`src/rtl/pulse_encoder_pkg.sv`:
```
// Shared types and helpers for the pulse encoder and the 2-to-4 decoder it feeds.
// Holds state encoding, line count, the 2-bit index type and the arbitration search.
package pulse_encoder_pkg;

    localparam int NUM_LINES = 4;

    typedef logic [1:0] idx_t;

    typedef enum logic {
        ST_IDLE = 1'b0,
        ST_HOLD = 1'b1
    } state_e;

    // Scan the lines starting at start_idx, wrapping 3->0; first nonzero line wins.
    function automatic idx_t pick_winner(input logic [NUM_LINES-1:0] nz, input idx_t start_idx);
        idx_t win;
        idx_t cand;
        logic found;
        win   = start_idx;
        found = 1'b0;
        for (int i = 0; i < NUM_LINES; i++) begin
            cand = start_idx + idx_t'(i);
            if (!found && nz[cand]) begin
                win   = cand;
                found = 1'b1;
            end
        end
        return win;
    endfunction

endpackage

```
`src/rtl/pulse_encoder_if.sv`:
```
// Event/transaction bus between event sources, the pulse encoder and its consumer.
// master = encoder side, slave = source/consumer side.
interface pulse_encoder_if;

    logic req0;
    logic req1;
    logic req2;
    logic req3;
    logic ready;
    logic addr0;
    logic addr1;
    logic enable;
    logic ovf;

    modport master (
        input  req0, req1, req2, req3, ready,
        output addr0, addr1, enable, ovf
    );

    modport slave (
        output req0, req1, req2, req3, ready,
        input  addr0, addr1, enable, ovf
    );

endinterface

```
`src/rtl/pulse_counter.sv`:
```
// Saturating per-line pending-event counter with nonzero flag and a drop pulse
// raised when an event arrives on a full counter that is not being drained.
module pulse_counter #(
    parameter int CNT_W = 3
) (
    input  logic clk,
    input  logic rst_n,
    input  logic inc_i,
    input  logic dec_i,
    output logic nonzero_o,
    output logic drop_o
);

    logic [CNT_W-1:0] cnt_q;
    logic [CNT_W-1:0] cnt_d;
    logic             at_max;

    assign at_max = &cnt_q;

    always_comb begin
        cnt_d  = cnt_q;
        drop_o = 1'b0;
        case ({inc_i, dec_i})
            2'b10: begin
                if (at_max) begin
                    drop_o = 1'b1;
                end else begin
                    cnt_d = cnt_q + CNT_W'(1);
                end
            end
            2'b01: begin
                // The arbiter only drains nonzero lines; guard anyway against wrap.
                if (cnt_q != '0) begin
                    cnt_d = cnt_q - CNT_W'(1);
                end
            end
            default: cnt_d = cnt_q;
        endcase
    end

    always_ff @(posedge clk or negedge rst_n) begin
        if (!rst_n) begin
            cnt_q <= '0;
        end else begin
            cnt_q <= cnt_d;
        end
    end

    assign nonzero_o = (cnt_q != '0);

endmodule

```
`src/rtl/pulse_encoder.sv`:
```
// Serialises per-line event pulses into addr/enable transactions for a 2-to-4 decoder.
// Define PULSE_ENCODER_RR_EN for round-robin arbitration; otherwise fixed priority (line 0 first).
module pulse_encoder
    import pulse_encoder_pkg::*;
#(
    parameter int CNT_W = 3
) (
    input  logic                   clk,
    input  logic                   rst_n,
    pulse_encoder_if.master        bus
);

    logic [NUM_LINES-1:0] req_vec;
    logic [NUM_LINES-1:0] nz_vec;
    logic [NUM_LINES-1:0] drop_vec;
    logic [NUM_LINES-1:0] dec_vec;
    logic                 any_nz;
    logic                 load;
    idx_t                 start_idx;
    idx_t                 winner;

    state_e state_q;
    idx_t   addr_q;
    logic   ovf_q;

    assign req_vec = {bus.req3, bus.req2, bus.req1, bus.req0};

    generate
        for (genvar gi = 0; gi < NUM_LINES; gi++) begin : g_line
            assign dec_vec[gi] = load && (winner == idx_t'(gi));

            pulse_counter #(
                .CNT_W (CNT_W)
            ) u_cnt (
                .clk       (clk),
                .rst_n     (rst_n),
                .inc_i     (req_vec[gi]),
                .dec_i     (dec_vec[gi]),
                .nonzero_o (nz_vec[gi]),
                .drop_o    (drop_vec[gi])
            );
        end
    endgenerate

    assign any_nz = |nz_vec;

    // A new winner is loaded from idle, or in HOLD on the accepting edge (no bubble).
    assign load = any_nz && ((state_q == ST_IDLE) || bus.ready);

`ifdef PULSE_ENCODER_RR_EN
    idx_t ptr_q;

    assign start_idx = ptr_q + idx_t'(1);

    always_ff @(posedge clk or negedge rst_n) begin
        if (!rst_n) begin
            ptr_q <= idx_t'(3);
        end else if (load) begin
            ptr_q <= winner;
        end
    end
`else
    assign start_idx = '0;
`endif

    assign winner = pick_winner(nz_vec, start_idx);

    always_ff @(posedge clk or negedge rst_n) begin
        if (!rst_n) begin
            state_q <= ST_IDLE;
            addr_q  <= '0;
            ovf_q   <= 1'b0;
        end else begin
            ovf_q <= ovf_q | (|drop_vec);
            case (state_q)
                ST_IDLE: begin
                    if (load) begin
                        state_q <= ST_HOLD;
                        addr_q  <= winner;
                    end
                end
                ST_HOLD: begin
                    if (bus.ready) begin
                        if (any_nz) begin
                            addr_q <= winner;
                        end else begin
                            state_q <= ST_IDLE;
                        end
                    end
                end
                default: state_q <= ST_IDLE;
            endcase
        end
    end

    assign bus.enable = (state_q == ST_HOLD);
    assign bus.addr0  = addr_q[0];
    assign bus.addr1  = addr_q[1];
    assign bus.ovf    = ovf_q;

endmodule

```
`src/flat_wrapper.sv`:
```
// flat-port wrapper written by rule: the top's interface ports become plain ports
module pulse_encoder_flat import pulse_encoder_pkg::*;
#(
    parameter int CNT_W = 3
)
  (clk, rst_n, bus_req0, bus_req1, bus_req2, bus_req3, bus_ready, bus_addr0, bus_addr1, bus_enable, bus_ovf);
  pulse_encoder_if bus_i ();
  input  logic clk;
  input  logic rst_n;
  input wire logic [$bits(bus_i.req0)-1:0] bus_req0;
  input wire logic [$bits(bus_i.req1)-1:0] bus_req1;
  input wire logic [$bits(bus_i.req2)-1:0] bus_req2;
  input wire logic [$bits(bus_i.req3)-1:0] bus_req3;
  input wire logic [$bits(bus_i.ready)-1:0] bus_ready;
  output wire logic [$bits(bus_i.addr0)-1:0] bus_addr0;
  output wire logic [$bits(bus_i.addr1)-1:0] bus_addr1;
  output wire logic [$bits(bus_i.enable)-1:0] bus_enable;
  output wire logic [$bits(bus_i.ovf)-1:0] bus_ovf;
  assign bus_i.req0 = bus_req0;
  assign bus_i.req1 = bus_req1;
  assign bus_i.req2 = bus_req2;
  assign bus_i.req3 = bus_req3;
  assign bus_i.ready = bus_ready;
  assign bus_addr0 = bus_i.addr0;
  assign bus_addr1 = bus_i.addr1;
  assign bus_enable = bus_i.enable;
  assign bus_ovf = bus_i.ovf;
  pulse_encoder #(.CNT_W(CNT_W)) u_core (.clk(clk), .rst_n(rst_n), .bus(bus_i));
endmodule
```
`config.mk`:
```
export PLATFORM = sky130hd
export DESIGN_NAME = pulse_encoder_flat
export DESIGN_NICKNAME = d
export VERILOG_FILES = /design/src/rtl/pulse_encoder_pkg.sv /design/src/rtl/pulse_encoder_if.sv /design/src/rtl/pulse_counter.sv /design/src/rtl/pulse_encoder.sv /design/src/flat_wrapper.sv
export SDC_FILE = /design/constraint.sdc
export NUM_CORES = 1
export LEC_CHECK = 0
export BUFFER_PORTS_ARGS = -buffer_cell sky130_fd_sc_hd__buf_2
export CORE_MARGIN = 4
export CORE_UTILIZATION = 57
export DETAILED_ROUTE_END_ITERATION = 10
export PLACE_DENSITY = 0.76
export SYNTH_ARGS = -nofsm -noshare
export SYNTH_HDL_FRONTEND = slang
export SYNTH_SLANG_ARGS = --single-unit
```
`constraint.sdc`:
```
create_clock -name clk -period 3.5 [get_ports clk]
set_input_delay 0.875 -clock clk [delete_from_list [all_inputs] [get_ports clk]]
set_output_delay 0.875 -clock clk [all_outputs]
set_load 0.005 [all_outputs]
```
# After elaboration in Yosys (flattened, before gate mapping)

Cells that the tools add are included.

Flip-flop bits (word level): 16
Output and inout bits: 4
Logic and storage cells: 105

Add/sub/neg operators: 8
Equality and inequality tests: 22
Muxes and demuxes: 34
Bitwise logic cells: 2
Reduce and logical (&&, ||, !) cells: 32

Operators by type and width:

| cell                  | number |
|---|---|
| $reduce_and A3 Y1     | 9 |
| $mux W3               | 8 |
| $pmux W3 S2           | 4 |
| $ne A2 B2 Y1 const B  | 9 |
| $mux W1               | 15 |
| $add A3 B1 Y3 const B | 4 |
| $eq A2 B2 Y1 const B  | 6 |
| $reduce_bool A3 Y1    | 4 |
| $sub A3 B1 Y3 const B | 4 |
| $eq A2 B1 Y1 const B  | 5 |
| $mux W2               | 5 |
| $logic_and A1 B1 Y1   | 8 |
| $reduce_bool A2 Y1    | 4 |
| $reduce_or A4 Y1      | 2 |
| $ne A2 B1 Y1 const B  | 2 |
| $pmux W2 S2           | 1 |
| $logic_not A1 Y1      | 3 |
| $logic_not A2 Y1      | 1 |
| $pmux W1 S2           | 1 |
| $logic_or A1 B1 Y1    | 1 |
| $not A1 Y1            | 1 |
| $or A1 B1 Y1          | 1 |

# Longest topological paths before layout

Gate-level depths: netlist of run 1.

Word-level depth: 17
Mapped depth: 10
Gate-level depth less buffers: 9

# Hierarchy

From an unflattened synthesis of run 1, not the netlist that was laid out.

Cells, all modules: 170
Area, all modules: 1463.9 sq um

Modules (own cells, without submodules):

| module        | instances | cells each | area an instance (sq um) | sequential area each (sq um) |
|---|---|---|---|---|
| pulse_counter | 4         | 37         | 310.3                    | 75.1 |
| pulse_encoder | 1         | 22         | 222.7                    | 100.1 |

# Worst setup path before layout of run 1

OpenSTA, ideal clock, no wires.

Path kind: input to register
Start point: in bus_ready
End point: reg u_core.g_line[2].u_cnt.cnt_q[2]
Library setup time: 0.120 ns
Arrival: 2.629 ns
Required time: 3.380 ns
Setup slack: 0.750 ns
Cell stages on the path: 6
Path buffers: 0
Path through: nand2b_1 -> nand3_1 -> or3_1 -> fa_1 -> or4_1 -> o211a_1

Cells in the longest elaborated chain, start to end: 6
Elaborated cells between the ends (all ways): 10
Classes of those cells: eq/ne (4); mux (1); reduce/logical (5)

RTL lines:

| element                                                             | line                | RTL |
|---|---|---|
| start, declared                                                     | flat_wrapper.sv:14  | `input wire logic [$bits(bus_i.ready)-1:0] bus_ready;` |
| $logic_or A1 B1 Y1 *                                                | pulse_encoder.sv:48 | `assign load = any_nz && ((state_q == ST_IDLE) \|\| bus.ready);` |
| $logic_and A1 B1 Y1 *                                               | pulse_encoder.sv:48 |  |
| $logic_and A1 B1 Y1 *                                               | pulse_encoder.sv:30 | `assign dec_vec[gi] = load && (winner == idx_t'(gi));` |
| $eq A2 B2 Y1 or $eq A2 B1 Y1 (tied branches)                        | pulse_counter.sv:23 | `case ({inc_i, dec_i})` |
| $ne A2 B2 Y1 (no source line) or $reduce_bool A2 Y1 (tied branches) | --                  |  |
| $reduce_and A3 Y1 (no source line)                                  | --                  |  |
| end signal, assigned                                                | pulse_counter.sv:45 | `cnt_q <= cnt_d;` |
| end, declared                                                       | pulse_counter.sv:14 | `logic [CNT_W-1:0] cnt_q;` |

Mark *: on every way between the ends. The rest lies on a longest branch, timed or not.
A chain may end at the register's enable or synchronous reset.

# Worst setup path in the final report of run 1

Start point: reg u_core.g_line[1].u_cnt.cnt_q[2]
End point: reg u_core.g_line[3].u_cnt.cnt_q[1]

Cells in the longest elaborated chain, start to end: 14
Elaborated cells between the ends (all ways): 22
Classes of those cells: eq/ne (5); mux (6); reduce/logical (11)

RTL lines:

| element                                                             | line                    | RTL |
|---|---|---|
| start, declared                                                     | pulse_counter.sv:14     |  |
| start signal, assigned                                              | pulse_counter.sv:45     |  |
| $reduce_bool A3 Y1 *                                                | pulse_counter.sv:49     | `assign nonzero_o = (cnt_q != '0);` |
| $logic_and A1 B1 Y1                                                 | pulse_encoder_pkg.sv:23 | `if (!found && nz[cand]) begin` |
| $mux W1                                                             | pulse_encoder_pkg.sv:23 |  |
| $logic_not A1 Y1                                                    | pulse_encoder_pkg.sv:23 |  |
| $logic_and A1 B1 Y1                                                 | pulse_encoder_pkg.sv:23 |  |
| $mux W1                                                             | pulse_encoder_pkg.sv:23 |  |
| $logic_not A1 Y1                                                    | pulse_encoder_pkg.sv:23 |  |
| $logic_and A1 B1 Y1                                                 | pulse_encoder_pkg.sv:23 |  |
| $mux W2                                                             | pulse_encoder_pkg.sv:23 |  |
| $eq A2 B2 Y1                                                        | pulse_encoder.sv:30     |  |
| $logic_and A1 B1 Y1 *                                               | pulse_encoder.sv:30     |  |
| $eq A2 B2 Y1 or $eq A2 B1 Y1 (tied branches)                        | pulse_counter.sv:23     |  |
| $ne A2 B2 Y1 (no source line) or $reduce_bool A2 Y1 (tied branches) | --                      |  |
| $reduce_and A3 Y1 (no source line)                                  | --                      |  |
| end signal, assigned                                                | pulse_counter.sv:45     |  |
| end, declared                                                       | pulse_counter.sv:14     |  |

Marks and branches as above.

==> flow_summary.toml, run 1 <==
[timing]
tightest_slew_ns = 0.429
maxSlewViolCount = 0
max_freq_mhz = 357
tns_ns = 0
hold_viol = 0
rsz0062_at_grt = "no"
setup_viol = 0
period_share_pct = 80.1
slew_headroom_pct = 71.4
finClkSkew_ns = 0.0139
period_minus_slack_ns = 2.80

[pwr]
leakagePower_nw = 0.643
pwr_density_cell_nw_per_um2 = 759
ir_worst_vdd_v = 0.000503

[finish]
fin_util_pct = 62.1
multi_input_comb_area_um2 = 965
synthToLayoutAreaGrowth_pct = 3.76
seq_area_um2 = 400
diodes = 0
final_nets = 200
drive_gt1_share_pct = 13.3
fillers = 214

[critical_path]
critPathBufInv = 1
crit_start = "u_core.g_line[1].u_cnt.cnt_q[2]"
required_ns = 3.69
arrival_ns = 3.00
endpoint_kind = "flip-flop"
cp-start-kind = "flip-flop"
worstPathCellList = "nor3_4, nand4_1, or3_1, fa_1, inv_1, a32o_1, a211o_1"
slowest_delay_ns = 0.56
crit_path_max_fanout = 12
path_class = "reg2reg"
slowest_stage = "fa_1"
crit_family = "simple AND/OR/NAND/NOR gates"
reg2reg_from = "u_core.g_line[1].u_cnt.cnt_q[2]"

[cts]
cts_buffer_depth = 2
cts-resized-gates = 0
clk_latency_ns = 0.31
numClockSinks = 16
htree_levels = 1
cts_root_buffer = "clkbuf_4"
hold_buffers = 0
cts_tree = "built"
postCtsSetupBuffers = 0
numCtsBuffers = 3
path_clk_slew_ns = 0.12

[logic_synthesis]
ys_types = 47
yosys_register_bits = 16
async_flop_share_pct = 100
syn-instance-count = 188
syn_area_um2 = 1500
syn_avg_cell_area_um2 = 7.96
synthTopCellsByArea = "dfrtp_1 27%, a21oi_1 6.0%, o21ai_0 4.7%"
synth-edff-count = 0
yosys_warnings = 0
yosys.area.top_type = "dfrtp_1"
synth_common_cells = "18 x a21oi_1, 16 x dfrtp_1, 14 x nand2_1, 14 x nor2_1, 14 x o21ai_0"
ys.flop_type = "dfrtp_1"
syn_nets = 199
synth_seq_area_share_pct = 26.8
synth_top_area_share_pct = 26.8
synth.most_common_cell = "a21oi_1"

[grt]
grt_pass1_vias = 1321
grt_pass1_wl_mm = 5.87
grt-ovfl-total = 0
grt_usage_pct = 21.6
antenna_found_initial = 0
grt_max_degree = 17

[detailed_routing]
drt_pre_antenna_iters = 4
drtIter0Drc = 82
vias_per_cell = 6.57
drt_wl_total_mm = 3.45
wl_per_cell_um = 15.8
vias = 1433
drc = 0
ant_nets = 0

[flow_run]
drv_cap = 0

[place]
gp_congestion = 0.911
port_buffers = 10
dp_hpwl_mm = 2.32

[status]
outcome = "finished, final reports clean"

[floorplan]
io_pins = 11
die_x_um = 59.2
fp.dieArea_um2 = 3510
die_y_um = 59.2
rows = 18
core-area_um2 = 2500
initial_core_util_pct = 59.9

[hold_path]
worstHoldPathType = "in2async"
## area by class of cell
cell class,count,share of cell area (%)
tap,30,2.42
clock buffer,4,2.34
inverter,11,2.66
multi-input combinational,144,62.1
sequential,16,25.8
timing repair buffer,13,4.67
## final timing paths
kind | end | slack, ns | depth (start not counted)
max reg2reg | u_core.g_line[3].u_cnt.cnt_q[1] | 0.70 | 7
min | u_core.g_line[1].u_cnt.cnt_q[2] | 0.46 | 1
max in group asynchronous | u_core.addr_q[1] | 2.75 | 1
min in group clk | u_core.addr_q[1] | 0.54 | 2
min reg2reg | u_core.addr_q[1] | 0.54 | 2
max | u_core.g_line[3].u_cnt.cnt_q[1] | 0.70 | 7
## power breakdown
group / internal (W) / total, W / switching (W)
logic: 0.000281 / 0.000583 / 0.000301
clock network: 0.0000635 / 0.000134 / 0.0000710
registers: 0.000253 / 0.000462 / 0.000208
## metal layers
layer  track usage (%)  part of all wire [%]  wire length [µm]
met3              4.79                   6.8               233
met5                 0                     0                 0
met1              28.6                    45              1570
met4              7.44                  0.99                34
met2              34.6                    47              1610
## registers in the layout, indices dropped and copies added, names as in the netlist
register	count
u_core.g_line.u_cnt.cnt_q	12
u_core.bus.ovf	1
u_core.addr_q	2
u_core.bus.enable	1
## layout by cell type, fill, tap and decap left out, types with 3 or more instances in the layout
master | synthesis | layout
a21o_1 | 5 | 5
a21oi_1 | 18 | 18
a221o_1 | 5 | 5
a32oi_1 | 3 | 3
buf_2 | 6 | 10
buf_4 | 1 | 3
clkbuf_4 | 0 | 3
dfrtp_1 | 16 | 16
fa_1 | 3 | 3
inv_1 | 11 | 11
nand2_1 | 14 | 14
nand2b_1 | 3 | 3
nand3_1 | 7 | 7
nor2_1 | 14 | 14
nor3_1 | 10 | 10
nor3_4 | 4 | 4
o211ai_1 | 4 | 4
o21ai_0 | 14 | 14
or3_1 | 5 | 5
## cells by family (layout without fill, tap and decap cells)
kind of cell	after synthesis	after routing	synth area share, %
multiplexers	3	3	2.09
buffers and inverters	28	28	8.78
flip-flops	16	16	26.8
AND/OR/NAND/NOR	69	69	26.6
adder cells (fa/ha/maj)	4	4	4.85
AO/OA/AOI/OAI	68	68	30.9
## worst register-to-register path, cell delays in order, from the launching register on
cell,delay (ns)
dfrtp_1,0.55
nor3_4,0.36
nand4_1,0.24
or3_1,0.40
fa_1,0.57
inv_1,0.07
a32o_1,0.22
a211o_1,0.28
## per-stage QoR
stage          cells  cell area (µm²)  setup slack (ns)  total power, W  hold slack [ns]
2_1_floorplan    188             1500             0.750        0.000935            0.497
3_3_place_gp     214             1520             0.620        0.000988            0.501
3_5_place_dp     214             1520             0.542         0.00102            0.517
4_1_cts          218             1550             0.738         0.00117            0.479
5_1_grt          218             1550             0.604         0.00129            0.485
6_report         218             1550             0.696         0.00118            0.461
Power figures use the tool's default switching activity.
==> run 2: changes to the inputs <==
Clock period 3.5 ns to 2.8 ns, I/O delays scaled along.
==> run 2 against run 1 <==
  * Clock skew down 0.012 ns
  * Wire length down 1.8%
  * Cell count up 3.2%
  * Flip-flop and latch count unchanged
  * Clock power down 4%
  * Sequential power up 10%
  * Non-clock buffer count up 8
  * Fmax up 11%
  * Die area unchanged
  * Critical endpoint is now u_core.g_line[2].u_cnt.cnt_q[2]
  * Largest power group unchanged
==> flow_summary.toml, run 2 (same netlist as run 1, synthesis figures left out) <==
[status]
outcome = "finished, final reports clean"

[timing]
rsz0062_at_grt = "no"
hold_viol = 0
period_share_pct = 90.3
period_minus_slack_ns = 2.53
slew_headroom_pct = 70.7
tightest_slew_ns = 0.436
setup_viol = 0
finClkSkew_ns = 0.00223
tns_ns = 0
maxSlewViolCount = 0
max_freq_mhz = 396

[critical_path]
cp-start-kind = "flip-flop"
required_ns = 2.99
arrival_ns = 2.71
endpoint_kind = "flip-flop"
slowest_stage = "dfrtp_1"
worstPathCellList = "nor3_4, nand3_1, or3_1, fa_1, or4_1, o211a_1"
crit_family = "simple AND/OR/NAND/NOR gates"
timing.rr.end = "u_core.g_line[2].u_cnt.cnt_q[2]"
slowest_delay_ns = 0.54
reg2reg_depth = 6
r2r_slack_ns = 0.27
path_class = "reg2reg"
reg2reg_from = "u_core.g_line[0].u_cnt.cnt_q[1]"
crit_path_max_fanout = 13
critPathBufInv = 0

[floorplan]
rows = 18
die_x_um = 59.2
die_y_um = 59.2
core-area_um2 = 2500
fp.dieArea_um2 = 3510
initial_core_util_pct = 59.9
io_pins = 11

[cts]
cts-resized-gates = 0
cts_tree = "built"
hold_buffers = 0
numClockSinks = 16
cts_root_buffer = "clkbuf_4"
numCtsBuffers = 3
cts_buffer_depth = 2
postCtsSetupBuffers = 0
htree_levels = 1
path_clk_slew_ns = 0.10
clk_latency_ns = 0.29

[grt]
grt_pass1_wl_mm = 5.83
grt-ovfl-total = 0
grt_pass1_vias = 1333
antenna_found_initial = 0
grt_usage_pct = 21.1
grt_max_degree = 17

[detailed_routing]
drc = 0
vias_per_cell = 6.50
drt_pre_antenna_iters = 5
vias = 1462
drt_wl_total_mm = 3.38
drtIter0Drc = 72
wl_per_cell_um = 15.0
ant_nets = 0

[finish]
diodes = 0
final_nets = 208
final_common_cell = "a21oi_1"
fillers = 230
largest_reg_flops = 12
top_regs = "u_core.g_line.u_cnt.cnt_q (12), u_core.addr_q (2)"
stdcell_area_um2 = 1600
drive_gt1_share_pct = 16.4
regMostFlops = "u_core.g_line.u_cnt.cnt_q"
synthToLayoutAreaGrowth_pct = 6.86
final_cell_mix = "18 x a21oi_1, 16 x dfrtp_1, 14 x nand2_1, 14 x nor2_1, 14 x o21ai_0"

[place]
dp_hpwl_mm = 2.46
dpl_cell_area_um2 = 1580
gp_congestion = 0.878
port_buffers = 10

[flow_run]
drv_cap = 0

[pwr]
pwr_density_cell_nw_per_um2 = 919
leakagePower_nw = 0.673
ir_worst_vdd_v = 0.000599

[hold_path]
worstHoldPathType = "in2async"
-- run 2: worst max-delay path by stage --
stage,start,to,slack (ns),depth (start not counted)
after floorplan,bus_ready,u_core.g_line[2].u_cnt.cnt_q[2],0.23,6
after CTS,u_core.g_line[0].u_cnt.cnt_q[1],u_core.g_line[2].u_cnt.cnt_q[2],0.28,6
after global placement,bus_ready,u_core.g_line[3].u_cnt.cnt_q[1],0.18,8
final,u_core.g_line[0].u_cnt.cnt_q[1],u_core.g_line[2].u_cnt.cnt_q[2],0.27,6
after detailed placement,bus_ready,u_core.g_line[2].u_cnt.cnt_q[2],0.14,7
after global routing,u_core.g_line[0].u_cnt.cnt_q[1],u_core.g_line[3].u_cnt.cnt_q[1],0.13,7
-- run 2: area by class of cell --
class	instances	area, µm²	area share (%)
clock buffers	3	22.5	1.41
multi-input cells	144	965	60.3
repair buffers	21	133	8.29
flip-flops and latches	16	400	25.0
inverters	11	41.3	2.58
well taps	30	37.5	2.35
-- run 2: power by group --
| part | total (W) | internal [W] | switching (W) |
|---|---|---|---|
| clock network | 0.000129 | 0.0000500 | 0.0000787 |
| logic | 0.000830 | 0.000392 | 0.000438 |
| registers | 0.000510 | 0.000318 | 0.000192 |
-- run 2: metal layers --
metal | up-vias | GRT usage (%) | share of wire [%]
met3 | 5 | 2.18 | 4.5
met4 | 0 | 6.47 | 0.86
met1 | 696 | 29.5 | 48
met5 | - | 0 | 0
met2 | 44 | 34.0 | 46
li1 | 717 | - | -
-- run 2: per-stage QoR --
step / setup WS [ns] / total power [W] / std cells / hold slack (ns) / util, %
finish: 0.272 / 0.00147 / 225 / 0.312 / 64.0
CTS: 0.279 / 0.00146 / 225 / 0.322 / 64.0
global placement: 0.177 / 0.00128 / 222 / 0.498 / 63.1
global route: 0.133 / 0.00161 / 225 / 0.334 / 64.0
detailed placement: 0.138 / 0.00133 / 222 / 0.509 / 63.1
floorplan: 0.225 / 0.00117 / 188 / 0.404 / -
==> run 3: changes to the inputs <==
Settings changed: CAP_MARGIN from default to 10, CTS_BUF_LIST from default to sky130_fd_sc_hd__clkbuf_16, SLEW_MARGIN from default to 40.
==> run 3 against run 2 <==
  * Sequential power about the same
  * Non-clock buffer count stayed put
  * Fmax barely moved
  * Setup slack lost 0.00088 ns
  * Critical endpoint unchanged
  * Clock power grew 120%
  * Global-route usage rose by 0.91 points
  * Critical path depth unchanged
  * Flip-flop and latch count unchanged
  * Combinational power rose by 0.5%
  * Core utilization up 2.1 points
  * Cell count is the same
==> flow_summary.toml, run 3 (same netlist as run 1, synthesis figures left out) <==
[critical_path]
slowest_delay_ns = 0.53
slowest_stage = "dfrtp_1"
endpoint_kind = "flip-flop"
crit_path_max_fanout = 13
crit_family = "simple AND/OR/NAND/NOR gates"
cp-start-kind = "flip-flop"
required_ns = 2.93
arrival_ns = 2.66
r2r_slack_ns = 0.27
worstPathCellList = "nor3_4, nand3_1, or3_1, fa_1, or4_1, o211a_1"
path_class = "reg2reg"
critPathBufInv = 0

[grt]
grt_max_degree = 17
antenna_found_initial = 0
grt-ovfl-total = 0
grt_pass1_vias = 1340
grt_usage_pct = 22.0
grt_pass1_wl_mm = 5.95

[cts]
cts-resized-gates = 0
cts_root_buffer = "clkbuf_16"
hold_buffers = 0
path_clk_slew_ns = 0.05
postCtsSetupBuffers = 0
cts_tree = "built"
numClockSinks = 16
clk_latency_ns = 0.24
cts_buffer_depth = 2
numCtsBuffers = 3
htree_levels = 1

[place]
dp_hpwl_mm = 2.46
port_buffers = 10
gp_congestion = 0.878

[finish]
final_cell_mix = "18 x a21oi_1, 16 x dfrtp_1, 14 x nand2_1, 14 x nor2_1, 14 x o21ai_0"
synthToLayoutAreaGrowth_pct = 10.4
top_regs = "u_core.g_line.u_cnt.cnt_q (12), u_core.addr_q (2)"
final_nets = 208
largest_reg_flops = 12
drive_gt1_share_pct = 16.4
seq_area_um2 = 400
regMostFlops = "u_core.g_line.u_cnt.cnt_q"
fillers = 222
diodes = 0
multi_input_comb_area_um2 = 965
final_common_cell = "a21oi_1"

[pwr]
pwr_density_cell_nw_per_um2 = 983
leakagePower_nw = 0.696
ir_worst_vdd_v = 0.000662

[floorplan]
die_y_um = 59.2
initial_core_util_pct = 59.9
rows = 18
fp.dieArea_um2 = 3510
die_x_um = 59.2
io_pins = 11
core-area_um2 = 2500

[timing]
period_minus_slack_ns = 2.53
maxSlewViolCount = 0
hold_slack_ns = 0.371
rsz0062_at_grt = "no"
period_share_pct = 90.3
max_freq_mhz = 396
slew_headroom_pct = 71.0
tns_ns = 0
hold_viol = 0
finClkSkew_ns = 0.00287
tightest_slew_ns = 0.431
setup_viol = 0

[detailed_routing]
wl_per_cell_um = 15.5
vias_per_cell = 6.42
drtIter0Drc = 93
drt_pre_antenna_iters = 4
drt_wl_total_mm = 3.49
vias = 1444
drc = 0
ant_nets = 0

[flow_run]
drv_cap = 0

[hold_path]
worstHoldPathType = "in2async"

[status]
outcome = "finished, final reports clean"
[run 3: cell types whose count changed in the layout (fill, tap and decap cells not counted)]
| cell | before | now |
|---|---|---|
| clkbuf_4 | 3 | 0 |
| clkbuf_16 | 0 | 3 |
[run 3: final timing paths]
kind                                                  from                         endpoint  cells past startpoint
max in group asynchronous                            rst_n  u_core.g_line[3].u_cnt.cnt_q[2]                      1
hold / removal                                       rst_n  u_core.g_line[0].u_cnt.cnt_q[0]                      1
hold reg to reg                             u_core.bus.ovf                   u_core.bus.ovf                      2
min in group clk                            u_core.bus.ovf                   u_core.bus.ovf                      2
setup / recovery           u_core.g_line[0].u_cnt.cnt_q[1]  u_core.g_line[2].u_cnt.cnt_q[2]                      6
setup reg to reg           u_core.g_line[0].u_cnt.cnt_q[1]  u_core.g_line[2].u_cnt.cnt_q[2]                      6
[run 3: metrics by stage]
step | area, µm² | utilization [%] | power (W) | setup slack [ns] | std cells
6_report | 1650 | 66.1 | 0.00162 | 0.272 | 225
5_1_grt | 1650 | 66.1 | 0.00177 | 0.144 | 225
4_1_cts | 1650 | 66.1 | 0.00162 | 0.293 | 225
3_5_place_dp | 1580 | 63.1 | 0.00133 | 0.138 | 222
3_3_place_gp | 1580 | 63.1 | 0.00128 | 0.177 | 222
2_1_floorplan | 1500 | - | 0.00117 | 0.225 | 188
[run 3: report_power, final]
part	total (W)	internal (W)	switching, W
combinational	0.000834	0.000393	0.000442
sequential	0.000511	0.000319	0.000192
clock	0.000278	0.000188	0.0000908
[run 3: area by class of cell]
class | count | share of cell area [%]
clock buffers | 3 | 4.55
well taps | 30 | 2.27
multi-input cells | 144 | 58.4
repair buffers | 21 | 8.03
flip-flops and latches | 16 | 24.2
inverters | 11 | 2.50
[run 3: metal layers]
metal | up-vias | track usage [%] | wire, µm
met1 | 685 | 29.9 | 1660
met4 | 0 | 8.41 | 40
met5 | - | 0 | 0
met2 | 37 | 35.3 | 1650
li1 | 718 | - | -
met3 | 4 | 2.83 | 136
